===== config.mk =====
export PLATFORM = sky130hd
export DESIGN_NAME = pipe_ctrl_flat
export DESIGN_NICKNAME = d
export VERILOG_FILES = /design/src/rtl/pipe_ctrl_if.sv /design/src/rtl/pipe_ctrl.sv /design/src/flat_wrapper.sv
export SDC_FILE = /design/constraint.sdc
export NUM_CORES = 1
export LEC_CHECK = 0
export ABC_AREA = 1
export BUFFER_PORTS_ARGS = -buffer_cell sky130_fd_sc_hd__buf_2
export CELL_PAD_IN_SITES_DETAIL_PLACEMENT = 1
export CELL_PAD_IN_SITES_GLOBAL_PLACEMENT = 1
export CORE_ASPECT_RATIO = 1.2
export CORE_MARGIN = 4
export CORE_UTILIZATION = 40
export CTS_BUF_LIST = sky130_fd_sc_hd__clkbuf_4 sky130_fd_sc_hd__clkbuf_8
export DETAILED_ROUTE_END_ITERATION = 10
export PLACE_DENSITY_LB_ADDON = 0.1
export SLEW_MARGIN = 20
export SYNTH_ARGS = -nofsm -noshare
export SYNTH_HDL_FRONTEND = slang
export SYNTH_SLANG_ARGS = --single-unit
export TNS_END_PERCENT = 20

===== constraint.sdc =====
create_clock -name clk -period 4.7 [get_ports clk]
set_input_delay 0.235 -clock clk [delete_from_list [all_inputs] [get_ports clk]]
set_output_delay 0.235 -clock clk [all_outputs]
set_load 0.02 [all_outputs]

===== src/rtl/pipe_ctrl_if.sv =====
// Control bundle between the RV32I datapath and the pipeline sequencing controller.
// The datapath is the master; pipe_ctrl is the slave.
interface pipe_ctrl_if;
  logic [31:0] id_inst;
  logic        id_valid;
  logic        ex_valid;
  logic [4:0]  ex_rd;
  logic        ex_is_load;
  logic        ex_br_taken;
  logic        ex_jump;
  logic        dmem_req;
  logic        dmem_ready;

  logic [2:0]  imm_sel;
  logic        illegal;
  logic [1:0]  pc_sel;
  logic        pc_we;
  logic        ifid_we;
  logic        idex_we;
  logic        if_flush;
  logic        id_flush;
  logic [31:0] stall_cnt;
  logic [31:0] redir_cnt;

  modport master (
    output id_inst, id_valid, ex_valid, ex_rd, ex_is_load, ex_br_taken, ex_jump,
           dmem_req, dmem_ready,
    input  imm_sel, illegal, pc_sel, pc_we, ifid_we, idex_we, if_flush, id_flush,
           stall_cnt, redir_cnt
  );

  modport slave (
    input  id_inst, id_valid, ex_valid, ex_rd, ex_is_load, ex_br_taken, ex_jump,
           dmem_req, dmem_ready,
    output imm_sel, illegal, pc_sel, pc_we, ifid_we, idex_we, if_flush, id_flush,
           stall_cnt, redir_cnt
  );
endinterface


===== src/rtl/pipe_ctrl.sv =====
// Pipeline sequencing controller for the 3-stage RV32I core: PC/pipeline-register
// enables and flushes, ID immediate-format decode, and stall/redirect counters.
module pipe_ctrl #(
  parameter int unsigned BOOT_CYCLES = 2
) (
  input logic       clk,
  input logic       rst,
  pipe_ctrl_if.slave ctrl
);

  localparam logic [1:0] StBoot    = 2'd0;
  localparam logic [1:0] StRun     = 2'd1;
  localparam logic [1:0] StMemWait = 2'd2;

  localparam logic [6:0] OpLoad   = 7'b0000011;
  localparam logic [6:0] OpImm    = 7'b0010011;
  localparam logic [6:0] OpJalr   = 7'b1100111;
  localparam logic [6:0] OpStore  = 7'b0100011;
  localparam logic [6:0] OpBranch = 7'b1100011;
  localparam logic [6:0] OpLui    = 7'b0110111;
  localparam logic [6:0] OpAuipc  = 7'b0010111;
  localparam logic [6:0] OpJal    = 7'b1101111;
  localparam logic [6:0] OpReg    = 7'b0110011;

  localparam logic [2:0] ImmI = 3'd0;
  localparam logic [2:0] ImmS = 3'd1;
  localparam logic [2:0] ImmB = 3'd2;
  localparam logic [2:0] ImmU = 3'd3;
  localparam logic [2:0] ImmJ = 3'd4;

  localparam logic [1:0] PcPlus4  = 2'd0;
  localparam logic [1:0] PcRedir  = 2'd1;
  localparam logic [1:0] PcResetV = 2'd2;

  localparam logic [7:0] BootInit = 8'(BOOT_CYCLES - 1);

  logic [1:0]  state_q, state_d;
  logic [7:0]  boot_cnt_q, boot_cnt_d;
  logic [31:0] stall_cnt_q, stall_cnt_d;
  logic [31:0] redir_cnt_q, redir_cnt_d;

  logic [6:0] opcode;
  logic [4:0] rs1, rs2;
  logic [2:0] imm_sel;
  logic       illegal;
  logic       rs1_used, rs2_used;
  logic       hazard, redirect;

  logic [1:0] pc_sel;
  logic       pc_we, ifid_we, idex_we, if_flush, id_flush;
  logic       boot_mode, freeze, advance;
  logic       count_stall, count_redir;

  logic unused_inst;
  assign unused_inst = ^{ctrl.id_inst[31:25], ctrl.id_inst[14:7]};

  assign opcode = ctrl.id_inst[6:0];
  assign rs1    = ctrl.id_inst[19:15];
  assign rs2    = ctrl.id_inst[24:20];

  // ID decode: immediate format and which source registers the instruction reads.
  always_comb begin
    imm_sel  = ImmI;
    illegal  = 1'b0;
    rs1_used = 1'b1;
    rs2_used = 1'b0;
    case (opcode)
      OpLoad, OpImm, OpJalr: imm_sel = ImmI;
      OpStore: begin
        imm_sel  = ImmS;
        rs2_used = 1'b1;
      end
      OpBranch: begin
        imm_sel  = ImmB;
        rs2_used = 1'b1;
      end
      OpLui, OpAuipc: begin
        imm_sel  = ImmU;
        rs1_used = 1'b0;
      end
      OpJal: begin
        imm_sel  = ImmJ;
        rs1_used = 1'b0;
      end
      OpReg: rs2_used = 1'b1;
      default: illegal = ctrl.id_valid;
    endcase
  end

  assign hazard = ctrl.ex_valid & ctrl.ex_is_load & (ctrl.ex_rd != 5'd0) & ctrl.id_valid &
                  ((rs1_used & (rs1 == ctrl.ex_rd)) | (rs2_used & (rs2 == ctrl.ex_rd)));

  assign redirect = ctrl.ex_valid & (ctrl.ex_br_taken | ctrl.ex_jump);

  // Sequencing: Mealy outputs from state and inputs, plus next-state/counter enables.
  always_comb begin
    pc_sel      = PcPlus4;
    pc_we       = 1'b1;
    ifid_we     = 1'b1;
    idex_we     = 1'b1;
    if_flush    = 1'b0;
    id_flush    = 1'b0;
    state_d     = state_q;
    boot_cnt_d  = boot_cnt_q;
    boot_mode   = 1'b0;
    freeze      = 1'b0;
    advance     = 1'b0;
    count_stall = 1'b0;
    count_redir = 1'b0;

    case (state_q)
      StBoot: begin
        boot_mode = 1'b1;
        if (boot_cnt_q == 8'd0) begin
          state_d = StRun;
        end else begin
          boot_cnt_d = boot_cnt_q - 8'd1;
        end
      end
      StRun: begin
        if (ctrl.dmem_req && !ctrl.dmem_ready) begin
          freeze  = 1'b1;
          state_d = StMemWait;
        end else begin
          advance = 1'b1;
        end
      end
      StMemWait: begin
        if (!ctrl.dmem_ready) begin
          freeze = 1'b1;
        end else begin
          advance = 1'b1;
          state_d = StRun;
        end
      end
      default: begin
        boot_mode  = 1'b1;
        state_d    = StBoot;
        boot_cnt_d = BootInit;
      end
    endcase

    if (freeze) begin
      pc_we       = 1'b0;
      ifid_we     = 1'b0;
      idex_we     = 1'b0;
      count_stall = 1'b1;
    end

    // Redirect outranks a load-use hazard: the stalled instruction is squashed anyway.
    if (advance) begin
      if (redirect) begin
        pc_sel      = PcRedir;
        if_flush    = 1'b1;
        id_flush    = 1'b1;
        count_redir = 1'b1;
      end else if (hazard) begin
        pc_we       = 1'b0;
        ifid_we     = 1'b0;
        id_flush    = 1'b1;
        count_stall = 1'b1;
      end
    end

    if (boot_mode || rst) begin
      pc_sel      = PcResetV;
      pc_we       = 1'b1;
      ifid_we     = 1'b0;
      idex_we     = 1'b0;
      if_flush    = 1'b1;
      id_flush    = 1'b1;
      count_stall = 1'b0;
      count_redir = 1'b0;
    end
  end

  assign stall_cnt_d = stall_cnt_q + {31'd0, count_stall};
  assign redir_cnt_d = redir_cnt_q + {31'd0, count_redir};

  always_ff @(posedge clk) begin
    if (rst) begin
      state_q     <= StBoot;
      boot_cnt_q  <= BootInit;
      stall_cnt_q <= 32'd0;
      redir_cnt_q <= 32'd0;
    end else begin
      state_q     <= state_d;
      boot_cnt_q  <= boot_cnt_d;
      stall_cnt_q <= stall_cnt_d;
      redir_cnt_q <= redir_cnt_d;
    end
  end

  assign ctrl.imm_sel   = imm_sel;
  assign ctrl.illegal   = illegal;
  assign ctrl.pc_sel    = pc_sel;
  assign ctrl.pc_we     = pc_we;
  assign ctrl.ifid_we   = ifid_we;
  assign ctrl.idex_we   = idex_we;
  assign ctrl.if_flush  = if_flush;
  assign ctrl.id_flush  = id_flush;
  assign ctrl.stall_cnt = stall_cnt_q;
  assign ctrl.redir_cnt = redir_cnt_q;

endmodule


===== src/flat_wrapper.sv =====
// flat-port wrapper written by rule: the top's interface ports become plain ports
module pipe_ctrl_flat 
#(
  parameter int unsigned BOOT_CYCLES = 2
)
  (clk, rst, ctrl_id_inst, ctrl_id_valid, ctrl_ex_valid, ctrl_ex_rd, ctrl_ex_is_load, ctrl_ex_br_taken, ctrl_ex_jump, ctrl_dmem_req, ctrl_dmem_ready, ctrl_imm_sel, ctrl_illegal, ctrl_pc_sel, ctrl_pc_we, ctrl_ifid_we, ctrl_idex_we, ctrl_if_flush, ctrl_id_flush, ctrl_stall_cnt, ctrl_redir_cnt);
  pipe_ctrl_if ctrl_i ();
  input logic clk;
  input logic rst;
  input wire logic [$bits(ctrl_i.id_inst)-1:0] ctrl_id_inst;
  input wire logic [$bits(ctrl_i.id_valid)-1:0] ctrl_id_valid;
  input wire logic [$bits(ctrl_i.ex_valid)-1:0] ctrl_ex_valid;
  input wire logic [$bits(ctrl_i.ex_rd)-1:0] ctrl_ex_rd;
  input wire logic [$bits(ctrl_i.ex_is_load)-1:0] ctrl_ex_is_load;
  input wire logic [$bits(ctrl_i.ex_br_taken)-1:0] ctrl_ex_br_taken;
  input wire logic [$bits(ctrl_i.ex_jump)-1:0] ctrl_ex_jump;
  input wire logic [$bits(ctrl_i.dmem_req)-1:0] ctrl_dmem_req;
  input wire logic [$bits(ctrl_i.dmem_ready)-1:0] ctrl_dmem_ready;
  output wire logic [$bits(ctrl_i.imm_sel)-1:0] ctrl_imm_sel;
  output wire logic [$bits(ctrl_i.illegal)-1:0] ctrl_illegal;
  output wire logic [$bits(ctrl_i.pc_sel)-1:0] ctrl_pc_sel;
  output wire logic [$bits(ctrl_i.pc_we)-1:0] ctrl_pc_we;
  output wire logic [$bits(ctrl_i.ifid_we)-1:0] ctrl_ifid_we;
  output wire logic [$bits(ctrl_i.idex_we)-1:0] ctrl_idex_we;
  output wire logic [$bits(ctrl_i.if_flush)-1:0] ctrl_if_flush;
  output wire logic [$bits(ctrl_i.id_flush)-1:0] ctrl_id_flush;
  output wire logic [$bits(ctrl_i.stall_cnt)-1:0] ctrl_stall_cnt;
  output wire logic [$bits(ctrl_i.redir_cnt)-1:0] ctrl_redir_cnt;
  assign ctrl_i.id_inst = ctrl_id_inst;
  assign ctrl_i.id_valid = ctrl_id_valid;
  assign ctrl_i.ex_valid = ctrl_ex_valid;
  assign ctrl_i.ex_rd = ctrl_ex_rd;
  assign ctrl_i.ex_is_load = ctrl_ex_is_load;
  assign ctrl_i.ex_br_taken = ctrl_ex_br_taken;
  assign ctrl_i.ex_jump = ctrl_ex_jump;
  assign ctrl_i.dmem_req = ctrl_dmem_req;
  assign ctrl_i.dmem_ready = ctrl_dmem_ready;
  assign ctrl_imm_sel = ctrl_i.imm_sel;
  assign ctrl_illegal = ctrl_i.illegal;
  assign ctrl_pc_sel = ctrl_i.pc_sel;
  assign ctrl_pc_we = ctrl_i.pc_we;
  assign ctrl_ifid_we = ctrl_i.ifid_we;
  assign ctrl_idex_we = ctrl_i.idex_we;
  assign ctrl_if_flush = ctrl_i.if_flush;
  assign ctrl_id_flush = ctrl_i.id_flush;
  assign ctrl_stall_cnt = ctrl_i.stall_cnt;
  assign ctrl_redir_cnt = ctrl_i.redir_cnt;
  pipe_ctrl #(.BOOT_CYCLES(BOOT_CYCLES)) u_core (.clk(clk), .rst(rst), .ctrl(ctrl_i));
endmodule

==> results of run 1 <==
[logic make-up (layout without fill, tap and decap cells)]
kind of cell / count (synthesis) / count (layout) / share of synthesized area [%]
and+or+nand+nor: 369 / 369 / 38.9
buffers and inverters: 102 / 215 / 8.92
AOI/OAI and AO/OA: 95 / 95 / 12.0
DFF: 74 / 74 / 34.2
xor gates and xnor gates: 14 / 14 / 2.83
adders and majority gates: 11 / 11 / 3.18
[flip-flops by register name (all words and copies together), names as in the netlist]
name / cells
u_core.state_q: 2
u_core.ctrl.stall_cnt: 32
u_core.boot_cnt_q: 8
u_core.ctrl.redir_cnt: 32
[how the worst max path moves through the flow]
stage / from / endpoint / slack [ns]
final: u_core.state_q[0] / u_core.ctrl.stall_cnt[23] / 1.75
after global routing: u_core.state_q[0] / u_core.ctrl.stall_cnt[23] / 1.48
after CTS: u_core.state_q[0] / u_core.ctrl.stall_cnt[19] / 1.73
after detailed placement: u_core.state_q[0] / u_core.ctrl.stall_cnt[23] / 1.75
after global placement: ctrl_id_inst[1] / u_core.ctrl.stall_cnt[23] / 1.88
after floorplan: u_core.state_q[0] / u_core.ctrl.stall_cnt[22] / 2.25
[where the power goes]
group	switching [mW]	internal [mW]	total, mW
Clock	0.257	0.318	0.575
Sequential	0.0305	0.661	0.692
Combinational	0.269	0.137	0.405
Total	0.556	1.12	1.67
[through the flow]
stage | utilization (%) | hold slack (ns) | total power, mW | cells
global route | 49.3 | 0.435 | 1.77 | 907
finish | 49.3 | 0.404 | 1.67 | 907
CTS | 49.3 | 0.380 | 1.69 | 907
floorplan | - | 0.445 | 0.994 | 665
global placement | 47.2 | 0.450 | 1.09 | 891
detailed placement | 47.2 | 0.471 | 1.11 | 891
[placed cells by master, fill, tap and decap left out, drive strengths merged]
cell type | Yosys | final
and2 | 1 | 1
o21ai | 27 | 27
nand3b | 7 | 7
nor4 | 1 | 1
a311oi | 1 | 1
buf | 2 | 105
clkbuf | 6 | 11
nor3b | 3 | 3
a21oi | 56 | 56
bufinv | 0 | 2
xor2 | 6 | 6
o31ai | 1 | 1
nand2 | 171 | 171
or2 | 7 | 7
inv | 93 | 93
ha | 11 | 11
xnor2 | 8 | 8
clkinv | 1 | 3
nor3 | 26 | 26
clkinvlp | 0 | 1
nor2 | 108 | 108
o21a | 4 | 4
nand3 | 26 | 26
o41ai | 1 | 1
a31o | 1 | 1
o21bai | 2 | 2
nand4 | 19 | 19
dfxtp | 74 | 74
o211ai | 2 | 2
[cell type report]
| cell class | instances | area (um^2) |
|---|---|---|
| clock inverter | 5 | 77.6 |
| tap | 129 | 161 |
| timing repair buffer | 105 | 526 |
| fill | 1455 | 5360 |
| multi-input combinational | 489 | 2470 |
| clock buffer | 11 | 145 |
| sequential | 74 | 1480 |
| inverter | 94 | 353 |
[routing by layer]
layer	up-vias	routed length (um)	share of wire, %	GRT usage [%]
li1	2353	-	-	-
met1	2241	5680	41	24.3
met2	87	7470	54	42.3
met3	16	484	3.5	3.49
met4	0	259	1.9	8.10
met5	-	0	0	0
[critical path: cells and delay by family, from the launching register on]
family,cells,cell delay (ns)
AND/OR/NAND/NOR,12,1.45
flip-flops,1,0.40
adder cells (fa/ha/maj),2,0.64
buffers and inverters,2,0.18
AO/OA/AOI/OAI,1,0.25
==> results_dict.tcl, run 1 <==
set metrics [dict create \
    outcome "complete, no violations" \
    pre_cts_ws_ns 1.75 \
    synth_area_leader_cell "dfxtp_1" \
    critPathRequiredTime_ns 5.00 \
    dpl.hpwl_um 11000 \
    leakage_nw 2.16 \
    hp-class "in2reg" \
    hold_start "ctrl_dmem_req" \
    clock-sinks 74 \
    finalSetupTns_ns 0 \
    crit_path_max_fanout 6 \
    ctsResizeCount 0 \
    die_y_um 122 \
    num_io_pins 121 \
    synthCells 665 \
    grt_pass1_vias 4773 \
    cp_slowest_stage_delay_ns 0.45 \
    worstSkewPairLatency_ns 0.36 \
    die_x_um 103 \
    max_slew_margin_pct 30.2 \
    synthArstFlopShare_pct 0 \
    antenna_found_initial 0 \
    fin_nets 830 \
    regToRegEndpoint "u_core.ctrl.stall_cnt[23]" \
    postCtsSetupBuffers 0 \
    reg2reg_from "u_core.state_q[0]" \
    setup_violations 0 \
    cp-start-kind "flop" \
    clockBufferDepth 2 \
    hold_violations 0 \
    fin_crit_ns 2.95 \
    numCtsBuffers 9 \
    initial_core_util_pct 41.0 \
    grt_usage_pct 22.3 \
    area_delta_synth_final_pct 20.2 \
    coreArea_um2 10600 \
    worst_ir_drop_vdd_mv 0.155 \
    grt_pass1_wl_um 22200 \
    min_to "u_core.state_q[1]" \
    detail-route-antenna-nets 0 \
    portBuffers 105 \
    gp_congestion 0.879 \
    avgRoutedWirePerCell_um 15.3 \
    finClkSkew_ns 0.0135 \
    synth.cell_area_um2 4330 \
    drc_errors 0 \
    synth_fp_nets 722 \
    die-area_um2 12600 \
    yosysSeqAreaShare_pct 34.2 \
    synth_top_cells_by_count "nand2_1, nor2_1, inv_1, dfxtp_1, a21oi_1" \
    fin_area_um2 5210 \
    powerDensity_nw_per_um2 321 \
    ys_ff_latch 74 \
    layout-drive-gt1-share_pct 19.3 \
    avgSynthCellArea_um2 6.52 \
    drtIter0Drc 170 \
    worst_slack_ns 1.75 \
    yosys_warnings 0 \
    rows 41 \
    period_share_pct 62.8 \
    antenna_cells 0 \
    synth_area_leaders "dfxtp_1, nand2_1, nor2_1" \
    holdBufCountCts 0 \
    drv_cap 0 \
    cts_tree "built" \
    cp-end-kind "flop" \
    grt_start_max_net_pins 51 \
    rsz0062_at_grt "no" \
    cp_cell_sequence "inv_1 -> ha_1 -> nand2_1 -> nor2_1 -> nand3_1 -> a21oi_1 -> ha_1 -> nand2_1 -> nor2_4 -> inv_2 -> nor2_2 -> nand3b_1 -> nor2_1 -> nand2_1 -> nand2_1 -> nand2_1 -> nor2_1" \
    synthDistinctLibCells 38 \
    route.vias.total 4697 \
    ys.flop_type "dfxtp_1" \
    root_buffer "clkbuf_8" \
    post_drt_via_cell_ratio 5.18 \
    path_clk_slew_ns 0.08 \
    routed_wl_um 13900 \
    place_area_um2 4990 \
    synth_edf_count 0 \
    arrival_ns 3.25 \
    grt.overflow.total 0 \
    yosys.area.top_type_share_pct 34.2 \
    path_common_cell "nand2_1" \
    reg2reg_depth 17 \
    synth.most_common_cell "nand2_1" \
    fmax_ghz 0.339 \
    min_path_cells 5 \
    slowest_stage "ha_1" \
    worstMarginPinSlew_ns 1.05 \
    htreeDepth 3 \
    slew_violations 0 \
    reg2reg_slack_ns 1.75 \
    crit_type "reg2reg" \
    first_pass_iters 4 \
]
(Power assumes the default switching activity.)
==> run 2, diff against run 1 <==
CORE_UTILIZATION = 37   (was 40)
clock period = 2.8 ns   (was 4.7 ns; I/O delays follow)
==> results_dict.tcl, run 2 (synthesis results as in run 1) <==
set metrics [dict create \
    antenna_found_initial 0 \
    dpl.hpwl_um 11200 \
    crit_type "reg2reg" \
    hold_violations 0 \
    clock-sinks 74 \
    max_slew_margin_pct 72.2 \
    layout-drive-gt1-share_pct 22.3 \
    cp-end-kind "flop" \
    p_int_mw 1.81 \
    detail-route-antenna-nets 0 \
    crit_path_max_fanout 4 \
    final_common_cell "nand2_1" \
    worstMarginPinSlew_ns 0.413 \
    holdBufCountCts 0 \
    worstSkewPairLatency_ns 0.35 \
    htreeDepth 3 \
    arrival_ns 2.90 \
    fmax_ghz 0.378 \
    rsz0062_at_grt "yes" \
    die-area_um2 13500 \
    rows 43 \
    fillers 1636 \
    route.vias.total 4673 \
    worst_ir_drop_vdd_mv 0.201 \
    switching_share_pct 33.4 \
    slew_violations 0 \
    cp_slowest_stage_delay_ns 0.35 \
    grt_pass1_wl_um 23200 \
    die_x_um 107 \
    path_clk_slew_ns 0.07 \
    crit_family "simple AND/OR/NAND/NOR gates" \
    grt_pass1_vias 4922 \
    drc_errors 0 \
    portBuffers 105 \
    post_drt_via_cell_ratio 4.93 \
    power_switching_mw 0.911 \
    initial_core_util_pct 37.6 \
    pre_cts_ws_ns 0.0209 \
    fin_nets 844 \
    antenna_cells 0 \
    drtIter0Drc 140 \
    setup_violations 0 \
    layout_common_cells "nand2_1, buf_2, nor2_1" \
    hp-class "in2reg" \
    finClkSkew_ns 0.0119 \
    regArea_um2 1480 \
    hold_start "rst" \
    num_io_pins 121 \
    fin_crit_ns 2.65 \
    gp_congestion 0.874 \
    drv_cap 0 \
    period_share_pct 94.6 \
    coreArea_um2 11500 \
    die_y_um 127 \
    first_pass_iters 4 \
    grt.overflow.total 0 \
    cp_cell_sequence "inv_2 -> ha_1 -> inv_1 -> o21ai_2 -> nand2_1 -> nor2_1 -> nand3_2 -> a21oi_2 -> ha_2 -> nand2_2 -> nor2_4 -> inv_2 -> nor2_4 -> nand3b_1 -> nor2_2 -> nand2_1 -> nor2_1 -> nor2_1" \
    critPathRequiredTime_ns 3.05 \
    outcome "complete, no violations" \
    post-route-util_pct 46.7 \
    power_frac_comb_pct 27.4 \
    grt_start_max_net_pins 34 \
    area_delta_synth_final_pct 23.9 \
    clockBufferDepth 2 \
    reg2reg_from "u_core.state_q[0]" \
    p_total_mw 2.73 \
    root_buffer "clkbuf_8" \
    worst_slack_ns 0.152 \
    cp-start-kind "flop" \
    powerDensity_nw_per_um2 508 \
    leakage_nw 2.23 \
    multi_input_comb_area_um2 2510 \
    power_frac_seq_pct 42.6 \
    cts_tree "built" \
    numCtsBuffers 9 \
    grt_usage_pct 21.1 \
    clkPwrFrac_pct 29.9 \
    path_common_cell "nor2_1" \
    slowest_stage "dfxtp_2" \
    path_buf_inv 3 \
    routed_wl_um 13900 \
    startpoint "u_core.state_q[0]" \
    avgRoutedWirePerCell_um 14.7 \
]
## run 2: per-layer routing
layer	up-vias	GRT usage [%]	part of all wire (%)
li1	2385	-	-
met1	2183	23.0	40
met2	80	40.8	54
met3	25	3.36	3.0
met4	0	7.22	2.8
met5	-	0	0
## run 2: final cells by class
class / count / share of cell area, %
tap: 157 / 3.66
multi-input combinational: 489 / 46.8
inverter: 94 / 6.57
clock buffer: 14 / 3.47
sequential: 74 / 27.6
clock inverter: 1 / 0.140
timing repair buffer: 119 / 11.7
## run 2: worst register-to-register path, cell delays in order, from the launching register on
cell and delay (ns):
dfxtp_2 0.35, inv_2 0.10, ha_1 0.15, inv_1 0.07
o21ai_2 0.12, nand2_1 0.08, nor2_1 0.11, nand3_2 0.12
a21oi_2 0.20, ha_2 0.20, nand2_2 0.08, nor2_4 0.18
inv_2 0.09, nor2_4 0.10, nand3b_1 0.18, nor2_2 0.19
nand2_1 0.08, nor2_1 0.10, nor2_1 0.05
## run 2: what timing repair did
item,in CTS,in global routing
setup buffers,0,6
setup endpoints to repair,0,24
resized for setup,0,16
hold endpoints to repair,0,0
## run 2: power groups by stage
stage | registers, mW | clock network [mW] | logic [mW]
2_1_floorplan | 1.17 | 0 | 0.496
3_3_place_gp | 1.18 | 0 | 0.671
3_5_place_dp | 1.18 | 0 | 0.706
4_1_cts | 1.16 | 0.846 | 0.709
5_1_grt | 1.17 | 0.904 | 0.852
6_report | 1.16 | 0.816 | 0.748
## run 2: worst paths after layout
path                                             endpoint  slack (ns)  depth (start not counted)
worst min-delay path             u_core.ctrl.stall_cnt[1]        0.20                          2
worst max-delay path            u_core.ctrl.stall_cnt[23]        0.15                         18
worst max register to register  u_core.ctrl.stall_cnt[23]        0.15                         18
worst min register to register  u_core.ctrl.redir_cnt[31]        0.48                          2
## run 2: per-stage QoR
| stage | hold slack (ns) | std cells | area, um^2 | TNS, ns |
|---|---|---|---|---|
| after floorplan | 0.354 | 665 | 4330 | 0 |
| after global placement | 0.452 | 927 | 5080 | 0 |
| after detailed placement | 0.473 | 927 | 5080 | 0 |
| after CTS | 0.178 | 942 | 5280 | 0 |
| after global routing | 0.213 | 948 | 5370 | -0.102 |
| final | 0.195 | 948 | 5370 | 0 |
